`config.mk`:
```
export PLATFORM = sky130hd
export DESIGN_NAME = trees_dma_rd_arbiter_flat
export DESIGN_NICKNAME = d
export VERILOG_FILES = /design/src/rtl/trees_dma_rd_arbiter_pkg.sv /design/src/rtl/trees_dma_rd_arbiter_if.sv /design/src/rtl/trees_dma_rd_arbiter_rr_pick.sv /design/src/rtl/trees_dma_rd_arbiter.sv /design/src/flat_wrapper.sv
export SDC_FILE = /design/constraint.sdc
export NUM_CORES = 1
export LEC_CHECK = 0
export CORE_AREA = 2 2 135 137
export CTS_BUF_LIST = sky130_fd_sc_hd__clkbuf_4 sky130_fd_sc_hd__clkbuf_8
export CTS_CLUSTER_SIZE = 30
export DETAILED_ROUTE_END_ITERATION = 10
export DIE_AREA = 0 0 137 139
export PLACE_DENSITY = 0.8
export SKIP_CTS_REPAIR_TIMING = 1
export SLEW_MARGIN = 20
export SYNTH_ARGS = -nofsm -noshare
export SYNTH_HDL_FRONTEND = slang
export SYNTH_SLANG_ARGS = --single-unit
```
`constraint.sdc`:
```
create_clock -name clk -period 3.8 [get_ports clk]
set_clock_uncertainty 0.05 [all_clocks]
set_input_delay 0.76 -clock clk [delete_from_list [all_inputs] [get_ports clk]]
set_output_delay 0.76 -clock clk [all_outputs]
set_load 0.02 [all_outputs]
```
`src/rtl/trees_dma_rd_arbiter_pkg.sv`:
```
// Shared types for the DMA read arbiter: FSM states, captured request record, length clipping.
package trees_dma_pkg;

  typedef enum logic [1:0] {
    ARB  = 2'd0,
    CTRL = 2'd1,
    DATA = 2'd2
  } arb_state_e;

  localparam logic [2:0] DMA_SIZE_64 = 3'b011;

  typedef struct packed {
    logic [31:0] index;
    logic [31:0] length;
    logic [2:0]  size;
  } dma_req_t;

  function automatic logic [31:0] clip_len(input logic [31:0] len, input int unsigned max_len);
    return (len > max_len) ? 32'(max_len) : len;
  endfunction

endpackage

```
`src/rtl/trees_dma_rd_arbiter_if.sv`:
```
// ESP DMA read port (ctrl + chnl); master = arbiter side, slave = DMA engine side.
interface trees_dma_rd_arbiter_if;
  logic        dma_read_ctrl_ready;
  logic        dma_read_ctrl_valid;
  logic [31:0] dma_read_ctrl_data_index;
  logic [31:0] dma_read_ctrl_data_length;
  logic [2:0]  dma_read_ctrl_data_size;
  logic        dma_read_ctrl_data_user;
  logic        dma_read_chnl_ready;
  logic        dma_read_chnl_valid;
  logic [63:0] dma_read_chnl_data;

  modport master (
    input  dma_read_ctrl_ready,
    output dma_read_ctrl_valid, dma_read_ctrl_data_index, dma_read_ctrl_data_length,
    output dma_read_ctrl_data_size, dma_read_ctrl_data_user,
    output dma_read_chnl_ready,
    input  dma_read_chnl_valid, dma_read_chnl_data
  );

  modport slave (
    output dma_read_ctrl_ready,
    input  dma_read_ctrl_valid, dma_read_ctrl_data_index, dma_read_ctrl_data_length,
    input  dma_read_ctrl_data_size, dma_read_ctrl_data_user,
    input  dma_read_chnl_ready,
    output dma_read_chnl_valid, dma_read_chnl_data
  );
endinterface

```
`src/rtl/trees_dma_rd_arbiter_rr_pick.sv`:
```
// Combinational round-robin picker: first asserted request at or after ptr, wrapping.
module rr_pick #(
  parameter int N  = 2,
  parameter int IW = (N > 1) ? $clog2(N) : 1
) (
  input  logic [N-1:0]  req,
  input  logic [IW-1:0] ptr,
  output logic [N-1:0]  onehot,
  output logic [IW-1:0] idx,
  output logic          any
);
  // Scan from farthest to nearest so the nearest hit is the last assignment.
  always_comb begin
    onehot = '0;
    idx    = '0;
    any    = 1'b0;
    for (int k = N - 1; k >= 0; k--) begin
      if (req[(int'(ptr) + k) % N]) begin
        any    = 1'b1;
        idx    = IW'((int'(ptr) + k) % N);
        onehot = N'(1) << ((int'(ptr) + k) % N);
      end
    end
  end
endmodule

```
`src/rtl/trees_dma_rd_arbiter.sv`:
```
// Round-robin arbiter granting whole read transactions on one ESP DMA read port.
// Optional TREES_ARB_PERF_EN adds per-requester saturating wait-cycle counters (perf_wait).
module trees_dma_rd_arbiter
  import trees_dma_pkg::*;
#(
  parameter int N_REQ   = 2,
  parameter int MAX_LEN = 65536
) (
  input  logic                 clk,
  input  logic                 rst,
  input  logic [N_REQ-1:0]     req_ctrl_valid,
  output logic [N_REQ-1:0]     req_ctrl_ready,
  input  logic [N_REQ*32-1:0]  req_ctrl_index,
  input  logic [N_REQ*32-1:0]  req_ctrl_length,
  input  logic [N_REQ*3-1:0]   req_ctrl_size,
  output logic [N_REQ-1:0]     req_chnl_valid,
  input  logic [N_REQ-1:0]     req_chnl_ready,
  output logic [63:0]          req_chnl_data,
  output logic [N_REQ-1:0]     grant,
`ifdef TREES_ARB_PERF_EN
  output logic [N_REQ*32-1:0]  perf_wait,
`endif
  trees_dma_rd_arbiter_if.master dma
);
  localparam int IW = (N_REQ > 1) ? $clog2(N_REQ) : 1;
  localparam int CW = $clog2(MAX_LEN) + 1;

  arb_state_e       state;
  dma_req_t         cur;
  logic             ctrl_valid_q;
  logic [IW-1:0]    rr_ptr, win_idx, pick_idx, next_ptr;
  logic [N_REQ-1:0] pick_oh;
  logic             pick_any;
  logic [CW-1:0]    beat_cnt;
  logic             beat_acc, last_beat;

  rr_pick #(.N(N_REQ), .IW(IW)) u_rr_pick (
    .req    (req_ctrl_valid),
    .ptr    (rr_ptr),
    .onehot (pick_oh),
    .idx    (pick_idx),
    .any    (pick_any)
  );

  assign next_ptr  = (win_idx == IW'(N_REQ - 1)) ? '0 : win_idx + 1'b1;
  assign last_beat = ({{(32-CW){1'b0}}, beat_cnt} == cur.length - 32'd1);

  // Data path is a straight wire to the owner; nothing is buffered here.
  assign dma.dma_read_chnl_ready = (state == DATA) && req_chnl_ready[win_idx];
  assign beat_acc                = dma.dma_read_chnl_ready && dma.dma_read_chnl_valid;
  assign req_chnl_valid          = (state == DATA && dma.dma_read_chnl_valid) ? grant : '0;
  assign req_chnl_data           = (state == DATA) ? dma.dma_read_chnl_data : '0;

  assign dma.dma_read_ctrl_valid       = ctrl_valid_q;
  assign dma.dma_read_ctrl_data_index  = cur.index;
  assign dma.dma_read_ctrl_data_length = cur.length;
  assign dma.dma_read_ctrl_data_size   = cur.size;
  assign dma.dma_read_ctrl_data_user   = 1'b0;

  always_ff @(posedge clk or posedge rst) begin
    if (rst) begin
      state          <= ARB;
      cur            <= '0;
      ctrl_valid_q   <= 1'b0;
      rr_ptr         <= '0;
      win_idx        <= '0;
      beat_cnt       <= '0;
      grant          <= '0;
      req_ctrl_ready <= '0;
    end else begin
      req_ctrl_ready <= '0;
      case (state)
        ARB: begin
          if (pick_any) begin
            win_idx        <= pick_idx;
            grant          <= pick_oh;
            req_ctrl_ready <= pick_oh;
            cur.index      <= req_ctrl_index[int'(pick_idx)*32 +: 32];
            cur.length     <= clip_len(req_ctrl_length[int'(pick_idx)*32 +: 32], MAX_LEN);
            cur.size       <= req_ctrl_size[int'(pick_idx)*3 +: 3];
            ctrl_valid_q   <= 1'b1;
            beat_cnt       <= '0;
            state          <= CTRL;
          end
        end
        CTRL: begin
          if (dma.dma_read_ctrl_ready) begin
            ctrl_valid_q <= 1'b0;
            // A zero-length read still rotates priority so it cannot hog the port.
            if (cur.length == '0) begin
              grant  <= '0;
              rr_ptr <= next_ptr;
              state  <= ARB;
            end else begin
              state <= DATA;
            end
          end
        end
        DATA: begin
          if (beat_acc) begin
            beat_cnt <= beat_cnt + 1'b1;
            if (last_beat) begin
              grant  <= '0;
              rr_ptr <= next_ptr;
              state  <= ARB;
            end
          end
        end
        default: state <= ARB;
      endcase
    end
  end

`ifdef TREES_ARB_PERF_EN
  always_ff @(posedge clk or posedge rst) begin
    if (rst) begin
      perf_wait <= '0;
    end else begin
      for (int i = 0; i < N_REQ; i++) begin
        if (req_ctrl_valid[i] && !grant[i] && perf_wait[i*32 +: 32] != 32'hFFFF_FFFF)
          perf_wait[i*32 +: 32] <= perf_wait[i*32 +: 32] + 32'd1;
      end
    end
  end
`endif

endmodule

```
`src/flat_wrapper.sv`:
```
// flat-port wrapper written by rule: the top's interface ports become plain ports
module trees_dma_rd_arbiter_flat import trees_dma_pkg::*;
#(
  parameter int N_REQ   = 2,
  parameter int MAX_LEN = 65536
)
  (clk, rst, req_ctrl_valid, req_ctrl_ready, req_ctrl_index, req_ctrl_length, req_ctrl_size, req_chnl_valid, req_chnl_ready, req_chnl_data, grant, dma_dma_read_ctrl_ready, dma_dma_read_ctrl_valid, dma_dma_read_ctrl_data_index, dma_dma_read_ctrl_data_length, dma_dma_read_ctrl_data_size, dma_dma_read_ctrl_data_user, dma_dma_read_chnl_ready, dma_dma_read_chnl_valid, dma_dma_read_chnl_data);
  trees_dma_rd_arbiter_if dma_i ();
  input  logic clk;
  input  logic rst;
  input  logic [N_REQ-1:0] req_ctrl_valid;
  output logic [N_REQ-1:0] req_ctrl_ready;
  input  logic [N_REQ*32-1:0] req_ctrl_index;
  input  logic [N_REQ*32-1:0] req_ctrl_length;
  input  logic [N_REQ*3-1:0] req_ctrl_size;
  output logic [N_REQ-1:0] req_chnl_valid;
  input  logic [N_REQ-1:0] req_chnl_ready;
  output logic [63:0] req_chnl_data;
  output logic [N_REQ-1:0] grant;
  input wire logic [$bits(dma_i.dma_read_ctrl_ready)-1:0] dma_dma_read_ctrl_ready;
  output wire logic [$bits(dma_i.dma_read_ctrl_valid)-1:0] dma_dma_read_ctrl_valid;
  output wire logic [$bits(dma_i.dma_read_ctrl_data_index)-1:0] dma_dma_read_ctrl_data_index;
  output wire logic [$bits(dma_i.dma_read_ctrl_data_length)-1:0] dma_dma_read_ctrl_data_length;
  output wire logic [$bits(dma_i.dma_read_ctrl_data_size)-1:0] dma_dma_read_ctrl_data_size;
  output wire logic [$bits(dma_i.dma_read_ctrl_data_user)-1:0] dma_dma_read_ctrl_data_user;
  output wire logic [$bits(dma_i.dma_read_chnl_ready)-1:0] dma_dma_read_chnl_ready;
  input wire logic [$bits(dma_i.dma_read_chnl_valid)-1:0] dma_dma_read_chnl_valid;
  input wire logic [$bits(dma_i.dma_read_chnl_data)-1:0] dma_dma_read_chnl_data;
  assign dma_i.dma_read_ctrl_ready = dma_dma_read_ctrl_ready;
  assign dma_dma_read_ctrl_valid = dma_i.dma_read_ctrl_valid;
  assign dma_dma_read_ctrl_data_index = dma_i.dma_read_ctrl_data_index;
  assign dma_dma_read_ctrl_data_length = dma_i.dma_read_ctrl_data_length;
  assign dma_dma_read_ctrl_data_size = dma_i.dma_read_ctrl_data_size;
  assign dma_dma_read_ctrl_data_user = dma_i.dma_read_ctrl_data_user;
  assign dma_dma_read_chnl_ready = dma_i.dma_read_chnl_ready;
  assign dma_i.dma_read_chnl_valid = dma_dma_read_chnl_valid;
  assign dma_i.dma_read_chnl_data = dma_dma_read_chnl_data;
  trees_dma_rd_arbiter #(.N_REQ(N_REQ), .MAX_LEN(MAX_LEN)) u_core (.clk(clk), .rst(rst), .req_ctrl_valid(req_ctrl_valid), .req_ctrl_ready(req_ctrl_ready), .req_ctrl_index(req_ctrl_index), .req_ctrl_length(req_ctrl_length), .req_ctrl_size(req_ctrl_size), .req_chnl_valid(req_chnl_valid), .req_chnl_ready(req_chnl_ready), .req_chnl_data(req_chnl_data), .grant(grant), .dma(dma_i));
endmodule
```
== Word-level counts from Yosys, hierarchy flattened ==
Index checks and enable logic that the tools add are counted.

* Shifts and indexed selects: 5
* $add $sub $neg: 4
* Mux-type cells: 40
* $mul: 1
* Equality and inequality tests: 8
* Reductions and logical operators: 15
* Bitwise gates (word level): 1
* $lt $le $gt $ge: 4

{| class="wikitable"
|+ Operators with widths
! operator !! count
|-
| $shiftx 64x7->32 || 2
|-
| $mux 64 || 1
|-
| $mux 17 || 2
|-
| $pmux 17 s2 || 1
|-
| $eq 17x32->1 || 1
|-
| $gt 32x17->1 const B || 1
|-
| $logic_not 32->1 || 1
|-
| $mux 32 || 1
|-
| $shiftx 6x32->3 || 1
|-
| $shl 1x32->2 const A || 1
|-
| $sub 32x1->32 const B || 1
|-
| $mux 2 || 13
|-
| $mux 1 || 18
|-
| $add 17x1->17 const B || 1
|-
| $pmux 2 s3 || 2
|-
| $ne 2x1->1 const B || 4
|-
| $reduce_and 3->1 || 2
|-
| $reduce_and 6->1 || 1
|-
| $reduce_bool 2->1 || 3
|-
| $reduce_and 5->1 || 1
|-
| $lt 1x2->1 const B || 2
|-
| $pmux 1 s2 || 2
|-
| $reduce_and 4->1 || 1
|-
| $logic_and 1x1->1 || 3
|-
| other kinds (11) || 12
|}

* Register bits: 93
* Bits of input ports: 206

== Depth between registers and ports, before layout ==
* Depth after elaboration: 10
* Gate-level depth with buffers: 10
* Depth with buffers taken out: 10

== By module ==
A second synthesis with hierarchy kept.

* Cells, all modules: 634
* Area, all modules: 5768.0 µm²

{| class="wikitable"
|+ Modules (own cells, without submodules)
! module !! instances !! sequential area each (µm²) !! cells each !! area an instance (µm²)
|-
| trees_dma_rd_arbiter || 1 || 2327.2 || 629 || 5735.5
|-
| rr_pick || 1 || 0.0 || 5 || 32.5
|}

== Worst setup path after synthesis ==
No wires, ideal clock.

* Path kind: register to register
* From: register u_core.cur (netlist bit u_core.dma.dma_read_ctrl_data_length[2])
* To: register u_core.state[1]
* Buffers on the path: 2
* Clock period less this slack: 3359 ps
* Required time: 3625 ps
* Cell stages (with the launch flop): 11
* Setup slack: 441 ps
* Data arrival time: 3184 ps
* Cells stage by stage: dfrtp_1 -> or4_1 -> buf_2 -> or3_1 -> buf_6 -> nor4_4 -> o22ai_1 -> or4_4 -> o41ai_4 -> nand3_2 -> mux2_4

* Longest elaborated chain between the ends: 4
* Elaborated cells on any way between the ends: 8
* Classes of those cells: add/sub (1); eq/ne (2); mux (3); reduce/logical (2)

{| class="wikitable"
|+ RTL lines
! element !! RTL line !! source
|-
| start, declared || trees_dma_rd_arbiter.sv:29 || <nowiki>dma_req_t cur;</nowiki>
|-
| $sub 32x1->32 / $logic_not 32->1 (equally long branches) || trees_dma_rd_arbiter.sv:46, trees_dma_rd_arbiter.sv:90 ||
|-
| $eq 17x32->1 / $mux 2 (equally long branches) || trees_dma_rd_arbiter.sv:46, trees_dma_rd_arbiter.sv:90 ||
|-
| $ne 2x1->1 (no source line) / $mux 2 (equally long branches) || -- ||
|-
| $reduce_and 4->1 (no source line) / $pmux 2 s3 (equally long branches) || -- ||
|-
| end signal, assigned || trees_dma_rd_arbiter.sv:62 || <nowiki>state <= ARB;</nowiki>
|-
| end signal, assigned || trees_dma_rd_arbiter.sv:83 || <nowiki>state <= CTRL;</nowiki>
|-
| end signal, assigned || trees_dma_rd_arbiter.sv:93 || <nowiki>state <= ARB;</nowiki>
|-
| end, declared || trees_dma_rd_arbiter.sv:28 || <nowiki>arb_state_e state;</nowiki>
|}

Parallel ways exist; a longest one is shown, timed or not. The select of a mux whose other input is x is not followed.
A chain may end at the register's enable or synchronous reset.

== Final worst setup path ==
* From: register u_core.state[0]
* To: output req_chnl_data[13]

* Longest elaborated chain between the ends: 2

{| class="wikitable"
|+ RTL lines
! element !! RTL line !! source
|-
| $eq 2x2->1 || trees_dma_rd_arbiter.sv:52 || <nowiki>assign req_chnl_data = (state == DATA) ? dma.dma_read_chnl_data : '0;</nowiki>
|-
| $mux 64 || trees_dma_rd_arbiter.sv:52 ||
|-
| end, declared || flat_wrapper.sv:18 || <nowiki>output logic [63:0] req_chnl_data;</nowiki>
|}

No other way between the ends.

==> results.json <==
{
  "rsz0062_at_grt": "no",
  "drive_gt1_share_pct": 4.09,
  "synth-compound-area-share_pct": 10.8,
  "dr_total_vias": 5900,
  "diodes": 0,
  "post-route-util_pct": 53.9,
  "fp.dieH_um": 139,
  "grt_start_max_net_pins": 74,
  "drt_iter0_drc": 426,
  "io_buffers": 344,
  "cts-root-buf": "clkbuf_8",
  "crit_chain": "inv_1 -> ha_2 -> and2_1 -> clkdlybuf4s50_1",
  "dpl.hpwl_um": 16800,
  "synthArstFlopShare_pct": 100,
  "muxShareOfSynthArea_pct": 4.31,
  "synth_fa_ha_area_share_pct": 1.59,
  "end_kind": "output port",
  "clk_pin_slew_ps": 90,
  "fin_crit_ps": 3620,
  "initial_utilization_pct": 31.3,
  "syn_to_final_growth_pct": 72.4,
  "grt.total_usage_pct": 22.1,
  "layout.cells.most_common_list": "clkdlybuf4s50_1 (344), nand2_1 (104), dfrtp_1 (93), and2_1 (80), nor2_1 (65)",
  "cts-htree-levels": 3,
  "min_period_over_period_pct": 95.2,
  "clk_latency_ps": 380,
  "maxSlewHeadroom_pct": 27.9,
  "startpoint_type": "register",
  "ant_nets": 0,
  "gp_congestion": 0.897,
  "tightest_slew_ps": 1080,
  "postRouteWirelength_um": 21000,
  "clockBufferDepth": 2,
  "path_buf_inv": 2,
  "row_count": 49,
  "synth-simple-area-share_pct": 31.9,
  "cp_max_fo": 73,
  "synth_flop_cell": "dfrtp_1",
  "cpLargestDelayFamily": "adder cells",
  "critPathMaxStageDelay_ps": 910,
  "yosysWarnings": 0,
  "vdd_drop_max_v": 0.000331,
  "fin_nets": 1185,
  "antenna_found_initial": 0,
  "status": "completed",
  "critPathRequiredTime_ps": 2990,
  "drc": 0,
  "worstPathArrival_ps": 2810,
  "syn_nets": 854,
  "vias_per_cell": 4.89,
  "finalMaxSlewViolations": 0,
  "synth-seq-cells": 93,
  "p_per_area_mw_per_mm2": 499,
  "maxCapViolCount": 0,
  "tritoncts": "built",
  "wire_per_inst_um": 17.4,
  "ios": 346,
  "clock_sinks": 93,
  "synth_area_sq_mm": 0.00552,
  "power_leakage_nw": 3.98,
  "grt_pass1_vias": 5899,
  "synth_cell_types": 62,
  "synth_edf_count": 0,
  "avgSynthCellArea_sq_um": 8.61,
  "yosysSeqAreaShare_pct": 42.1,
  "synth_top_family_by_area": "simple AND/OR/NAND/NOR gates",
  "fmax_ghz": 0.276,
  "crit_type": "register to output port",
  "finalSetupViolCount": 0,
  "grt-ovfl-total": 0,
  "die_area_sq_mm": 0.0190,
  "fin_cells": 1206,
  "crit_slowest_cell": "ha_2",
  "placed_cells": 1190,
  "yosys.area_share.xor_xnor_pct": 5.71,
  "hold_path.class": "register to register",
  "finalHoldViolCount": 0,
  "fp.coreArea_sq_mm": 0.0177,
  "firstDrtPassIters": 5,
  "cts_buffers": 9,
  "nFillCells": 1615,
  "grt_pass1_wl_um": 32700,
  "dieWidth_um": 137,
  "layout_commonest_cell": "clkdlybuf4s50_1",
  "setup_tns_ps": 0,
  "synth_cells": 641
}
==> logic make-up (layout without fill, tap and decap cells) <==
logic type,after synthesis,after routing
adders and majority gates,7,7
AOI/OAI and AO/OA,91,91
buffers and inverters,49,385
and+or+nand+nor,341,341
muxes,23,23
DFF,93,93
other,1,1
xor gates and xnor gates,36,36
==> synthesized netlist by cell type, types with 9 or more instances <==
cell type | count | area [sq um]
a31oi_1 | 36 | 225
and2_1 | 80 | 500
buf_1 | 9 | 33.8
clkbuf_1 | 23 | 86.3
dfrtp_1 | 93 | 2330
inv_1 | 14 | 52.6
mux2i_1 | 20 | 200
nand2_1 | 104 | 390
nand3_1 | 13 | 65.1
nor2_1 | 66 | 248
nor4_1 | 18 | 113
o21ai_0 | 22 | 110
xnor2_1 | 17 | 149
xor2_1 | 19 | 166
==> through the flow <==
| step | hold slack, ps | power (mW) | worst slack (ps) | area [sq um] |
|---|---|---|---|---|
| after floorplan | 418 | 2.69 | 441 | 5520 |
| after global placement | 446 | 3.90 | 378 | 9260 |
| after detailed placement | 454 | 3.93 | 345 | 9260 |
| after CTS | 477 | 4.79 | 223 | 9520 |
| after global routing | 490 | 5.04 | 47.5 | 9520 |
| final | 473 | 4.75 | 182 | 9520 |
==> final timing paths <==
| path | startpoint | end | slack (ps) | cells past startpoint |
|---|---|---|---|---|
| setup reg to reg | u_core.dma.dma_read_ctrl_data_length[2] | u_core.state[1] | 330 | 8 |
| min in group asynchronous | rst | u_core.dma.dma_read_ctrl_data_index[17] | 720 | 2 |
| hold / removal | u_core.dma.dma_read_ctrl_valid | u_core.dma.dma_read_ctrl_valid | 470 | 2 |
| setup / recovery | u_core.state[0] | req_chnl_data[13] | 180 | 4 |
| max in group asynchronous | rst | u_core.grant[1] | 2240 | 3 |
| hold reg to reg | u_core.dma.dma_read_ctrl_valid | u_core.dma.dma_read_ctrl_valid | 470 | 2 |
==> layout make-up <==
| class | count | area (sq um) | share of cell area, % |
|---|---|---|---|
| inverters | 14 | 53.8 | 0.565 |
| clock buffers | 11 | 151 | 1.59 |
| repair buffers | 355 | 3560 | 37.4 |
| flip-flops and latches | 93 | 2330 | 24.4 |
| well taps | 229 | 287 | 3.01 |
| clock inverters | 5 | 106 | 1.12 |
| multi-input cells | 499 | 3030 | 31.8 |
==> power by group <==
group | total (mW) | internal [mW] | leakage, nW | switching (mW)
sequential | 1.39 | 1.23 | 1.18 | 0.159
combinational | 2.52 | 1.18 | 2.67 | 1.34
clock | 0.842 | 0.474 | 0.126 | 0.368
total | 4.75 | 2.88 | 3.98 | 1.87
==> metal layers <==
layer,routed length [um],vias up,global-route usage [%]
met2,9800,233,34.6
met5,0,-,0
li1,-,2872,-
met3,1290,35,4.68
met1,9410,2760,30.6
met4,510,0,6.78
==> state kept, by name, summed over array words and instances, names as in the netlist <==
register and flops:
u_core.beat_cnt 17, u_core.dma.dma_read_ctrl_data_length 32, u_core.state 2, u_core.win_idx 1
u_core.dma.dma_read_ctrl_data_index 32, u_core.req_ctrl_ready 2, u_core.dma.dma_read_ctrl_data_size 3, u_core.rr_ptr 1
u_core.grant 2, u_core.dma.dma_read_ctrl_valid 1
==> worst register-to-register path, delay by kind of cell, from the launching register on <==
family           cells  cell delay (ps)
flip-flops           1              450
multiplexers         1              320
AO/OA/AOI/OAI        2              460
AND/OR/NAND/NOR      5             2070
Power figures use the tool's default switching activity.
